`config.mk`:
```
export PLATFORM = sky130hd
export DESIGN_NAME = dcache_d0_sched_stage
export DESIGN_NICKNAME = d
export VERILOG_FILES = /design/src/rtl/dcache_d0_sched_stage.sv
export SDC_FILE = /design/constraint.sdc
export NUM_CORES = 1
export LEC_CHECK = 0
export BUFFER_PORTS_ARGS = -buffer_cell sky130_fd_sc_hd__buf_2
export CAP_MARGIN = 20
export CORE_AREA = 10 10 300 302
export CTS_CLUSTER_SIZE = 40
export DETAILED_ROUTE_END_ITERATION = 8
export DIE_AREA = 0 0 310 312
export GPL_TIMING_DRIVEN = 0
export SETUP_SLACK_MARGIN = 0.5
export SLEW_MARGIN = 30
export SYNTH_ARGS = -nofsm -noshare
export SYNTH_HDL_FRONTEND = slang
export SYNTH_SLANG_ARGS = --single-unit
export TNS_END_PERCENT = 5
```
`constraint.sdc`:
```
create_clock -name clk_i -period 4.4 [get_ports clk_i]
set_clock_uncertainty 0.1 [all_clocks]
set_input_delay 0.22 -clock clk_i [delete_from_list [all_inputs] [get_ports clk_i]]
set_output_delay 0.22 -clock clk_i [all_outputs]
set_load 0.05 [all_outputs]
```
`src/rtl/dcache_d0_sched_stage.sv`:
```
// L1 D-cache d0 front-end: fixed-priority pick over N_CH valid/ready channels, one-hot grant to
// the cache controller/SRAM, and a d0->d1 output register. `define D0_SCHED_STARVE_EN adds aging.
module dcache_d0_sched_stage #(
    parameter int unsigned        N_CH            = 5,
    parameter int unsigned        DATA_W          = 128,
    parameter logic [N_CH-1:0]    FWD_MASK        = 5'b11110,
    parameter logic [N_CH-1:0]    STALL_PASS_MASK = 5'b00100,
    parameter int unsigned        MAX_WAIT        = 15,
    parameter int unsigned        WAIT_W          = $clog2(MAX_WAIT + 1),
    parameter int unsigned        CH_W            = (N_CH > 1) ? $clog2(N_CH) : 1
) (
    input  logic                   clk_i,
    input  logic                   rst_ni,
    input  logic                   clr_i,
    input  logic                   stall_i,
    input  logic [N_CH-1:0]        req_valid_i,
    input  logic [N_CH*DATA_W-1:0] req_data_i,
    output logic [N_CH-1:0]        req_ready_o,
    output logic [N_CH-1:0]        grant_o,
    output logic                   out_valid_o,
    output logic [DATA_W-1:0]      out_data_o,
    output logic [CH_W-1:0]        out_ch_o,
    input  logic                   out_ready_i
);

    // An undersized WAIT_W override would make the urgent state unreachable.
    if (WAIT_W < $clog2(MAX_WAIT + 1)) begin : g_wait_w_too_small
        $error("WAIT_W too small to hold MAX_WAIT");
    end

    logic                r_out_valid;
    logic [DATA_W-1:0]   r_out_data;
    logic [CH_W-1:0]     r_out_ch;

    logic                w_reg_free;
    logic [N_CH-1:0]     w_elig;
    logic [N_CH-1:0]     w_cand;
    logic [N_CH-1:0]     w_grant;
    logic [CH_W-1:0]     w_grant_ch;
    logic [DATA_W-1:0]   w_grant_data;
    logic                w_fwd_load;

    assign w_reg_free = ~r_out_valid | out_ready_i;

    // A forwarding channel is only eligible when the d1 register can take it this edge.
    always_comb begin
        w_elig = '0;
        for (int c = 0; c < N_CH; c++) begin
            w_elig[c] = req_valid_i[c]
                      & (~stall_i | STALL_PASS_MASK[c])
                      & (~FWD_MASK[c] | w_reg_free);
        end
    end

`ifdef D0_SCHED_STARVE_EN
    logic [WAIT_W-1:0] r_wait [N_CH];
    logic [N_CH-1:0]   w_urgent;

    always_comb begin
        w_urgent = '0;
        for (int c = 0; c < N_CH; c++) begin
            w_urgent[c] = w_elig[c] & (r_wait[c] == WAIT_W'(MAX_WAIT));
        end
    end

    assign w_cand = (|w_urgent) ? w_urgent : w_elig;

    // Counters only age while the channel competes and loses; a blocked channel just holds.
    always_ff @(posedge clk_i or negedge rst_ni) begin
        if (!rst_ni) begin
            for (int c = 0; c < N_CH; c++) begin
                r_wait[c] <= '0;
            end
        end else begin
            for (int c = 0; c < N_CH; c++) begin
                if (clr_i || !req_valid_i[c] || w_grant[c]) begin
                    r_wait[c] <= '0;
                end else if (w_elig[c] && (r_wait[c] != WAIT_W'(MAX_WAIT))) begin
                    r_wait[c] <= r_wait[c] + 1'b1;
                end
            end
        end
    end
`else
    assign w_cand = w_elig;
`endif

    // Scan from the top down so the lowest-index candidate is the last one written.
    always_comb begin
        w_grant      = '0;
        w_grant_ch   = '0;
        w_grant_data = '0;
        for (int c = N_CH - 1; c >= 0; c--) begin
            if (w_cand[c]) begin
                w_grant      = '0;
                w_grant[c]   = 1'b1;
                w_grant_ch   = CH_W'(c);
                w_grant_data = req_data_i[c*DATA_W +: DATA_W];
            end
        end
    end

    assign w_fwd_load  = |(w_grant & FWD_MASK);
    assign grant_o     = w_grant;
    assign req_ready_o = w_grant;

    always_ff @(posedge clk_i or negedge rst_ni) begin
        if (!rst_ni) begin
            r_out_valid <= 1'b0;
            r_out_data  <= '0;
            r_out_ch    <= '0;
        end else if (clr_i) begin
            r_out_valid <= 1'b0;
        end else if (w_fwd_load) begin
            r_out_valid <= 1'b1;
            r_out_data  <= w_grant_data;
            r_out_ch    <= w_grant_ch;
        end else if (out_ready_i) begin
            r_out_valid <= 1'b0;
        end
    end

    assign out_valid_o = r_out_valid;
    assign out_data_o  = r_out_data;
    assign out_ch_o    = r_out_ch;

endmodule

```
==> reports/results.ini <==
[logic_synthesis]
synth_cells = 1091
syn_area_um2 = 10800
ys_top_cells_by_area = dfrtp_1 31%, a2bb2oi_1 10%, nor4bb_1 10%
synth_edf_count = 0
yosysTopAreaCellShare_pct = 30.6
synthMuxAreaShare_pct = 14.1
synth_fa_ha_area_share_pct = 0
yosysMostFrequentCell = dfrtp_1
synth_top_family_by_area = simple AND/OR/NAND/NOR gates
synth_top_cell_by_area = dfrtp_1
syn-num-nets = 1741
synth_commonest_cells = 132 x dfrtp_1, 128 x a2bb2oi_1, 128 x and2_1, 128 x nand4_1, 128 x o31ai_1
synth_area_per_cell_um2 = 9.90
synth-seq-cells = 132
synthFlopType = dfrtp_1
yosys.area_share.simple_pct = 28.1
synth_cell_type_count = 36
synthArstFlopShare_pct = 100
synth_compound_area_share_pct = 19.8
synthXorXnorAreaFrac_pct = 0
seq_area_frac_synth_pct = 30.6
ys_warn_count = 0

[floorplanning]
core_area_um2 = 84300
io_pins = 792
die_w_um = 310
dieArea_um2 = 96700
rows = 107
die-height_um = 312
start_util_pct = 12.8

[timing]
rsz0062_at_grt = no
fin_tns_setup_ps = 0
max_freq_mhz = 284
fin_crit_sh_pct = 79.9
final-setup-viol-count = 0
tightest_slew_ps = 913
min_period_ps = 3520
hold_slack_ps = 62.7
hold_viol = 0
timing.slew.headroom_pct = 39.2
slew_viol_final = 0

[placed_design]
portBuffers = 662
hpwlAfterDp_um = 68200
gp_congestion = 0.940
place_area_um2 = 15700
dp.cells = 2849

[global_routing]
grt_pass1_vias = 14400
antenna_found_initial = 38
grt_pass1_wl_um = 112000
grt_max_degree = 52
overflow = 0
grtUsageTotal_pct = 16.4

[route]
vias = 13400
drt_iter0_drc = 918
wl_per_cell_um = 27.5
dr.pass1.iters = 8
routed_wl_um = 82200
viasPerCell = 4.49
ant_nets = 0
route.detailed.drc = 0

[hold_path]
min_to = out_data_o[55]$_DFFE_PN0P_
hp-class = input port to flop
hp-start = req_data_i[183]
min_path_cells = 3

[power]
pwr-share-seq_pct = 26.4
combPwrFrac_pct = 48.8
power.leakage_nw = 7.81
p_sw_share_pct = 46.4
p_per_area_nw_per_um2 = 373
internal-power_mw = 3.46
p_clk_share_pct = 24.8
netSwitchingPower_mw = 3.00
peakVddDrop_mv = 0.295

[setup_path]
reg2reg_depth = 8
required_ps = 4080
cp-start-kind = flop
critPathMaxFanout = 10
reg2reg_to = out_data_o[72]$_DFFE_PN0P_
worstReg2RegStart = out_valid_o$_DFFE_PN0P_
rrSetupSlack_ps = 1130
end_kind = primary output
cp-startpoint = out_valid_o$_DFFE_PN0P_
worstSetupPathType = flop to primary output
cp_data_arrival_time_ps = 3200

[clock_network]
cts_setup_buffers = 0
worstSkewPairLatency_ps = 490
cts_sinks = 132
cts-root-buf = clkbuf_16
clock_path_buffers = 2
clkTransAtPathRegs_ps = 60
cts_tree = yes
cts_buffers = 17
cts-htree-levels = 4

[final_layout]
fill_cells = 9442
final_cells = 2989
stdcell_area_um2 = 17300
fin_util_pct = 20.5
drive_gt1_share_pct = 44.0
final_nets = 2527
area_growth_pct = 60.0

[run_status]
outcome = completed

[flow_run]
maxCapViolations = 0

[worst max-delay path by stage]
stage | end | slack, ps | cells after the start
after detailed placement | req_ready_o[2] | 570 | 9
final | req_ready_o[3] | 880 | 7
after floorplan | req_ready_o[3] | 1060 | 6
after global routing | req_ready_o[2] | 660 | 8
after global placement | out_data_o[5]$_DFFE_PN0P_ | 500 | 1
after CTS | req_ready_o[2] | 680 | 8
[worst max-delay path: stages (launching register included)]
cell      delay [ps]
dfrtp_1          380
nand2b_1         130
buf_2            420
clkbuf_1         470
and4b_1          280
nor3b_1          560
buf_4            210
buf_2            250
[cells by family after synthesis]
group / Yosys count
buf+inv: 166
mux: 129
flops: 132
compound gates: 263
simple gates: 401
[power by group through the flow]
stage               Sequential [mW]  Combinational (mW)  Clock, mW
floorplan                      2.84               0.824          0
global placement               1.70                3.06          0
detailed placement             1.72                3.09          0
CTS                            1.70                3.17       1.68
global route                   1.74                3.30       1.72
finish                         1.71                3.15       1.60
[flip-flops by register name, indices dropped and copies added (netlist names)]
register,flops
out_valid_o,1
out_ch_o,3
out_data_o,128
[cell type report]
| class | count | area (um2) | area share, % |
|---|---|---|---|
| antenna | 9 | 22.5 | 0.130 |
| buffer | 162 | 796 | 4.60 |
| clock buffer | 24 | 482 | 2.79 |
| clock inverter | 8 | 124 | 0.716 |
| inverter | 4 | 15.0 | 0.0868 |
| multi-input combinational | 793 | 6710 | 38.8 |
| sequential | 132 | 3300 | 19.1 |
| tap | 1090 | 1360 | 7.89 |
| timing repair buffer | 767 | 4480 | 25.9 |
[what timing repair did]
item | CTS | global route
hold buffers | 99 | 0
endpoints found under the hold margin | 175 | 0
setup endpoints to repair | 4 | 0
gates resized for setup | 3 | 0
[per-layer routing]
layer	track usage, %	part of all wire [%]
met5	0	0.15
met2	27.1	46
met1	19.1	40
met3	6.25	10
met4	5.67	3.1
[layout by cell type (no fill, tap or decap), drive strengths merged]
master,synthesis,final
a21boi,1,1
a22o,1,1
a2bb2oi,128,128
and2,128,128
and3,1,1
and4b,1,1
and4bb,20,20
buf,51,719
bufinv,0,3
clkbuf,111,135
clkinv,1,4
clkinvlp,0,2
dfrtp,132,132
diode,0,9
dlygate4sd3,0,99
inv,3,3
mux2,128,128
mux2i,1,1
nand2,1,1
nand2b,1,1
nand3,2,2
nand4,128,128
nor2,3,3
nor2b,3,3
nor3,2,2
nor3b,2,2
nor4bb,108,108
o2111ai,1,1
o21ai,3,3
o221ai,1,1
o31ai,128,128
or4,1,1
[stage by stage]
step / setup slack, ps / power [mW]
after floorplan: 1060 / 3.66
after global placement: 497 / 4.76
after detailed placement: 575 / 4.80
after CTS: 685 / 6.55
after global routing: 663 / 6.76
final: 884 / 6.45
No activity file was read; power rests on OpenSTA's default activity.
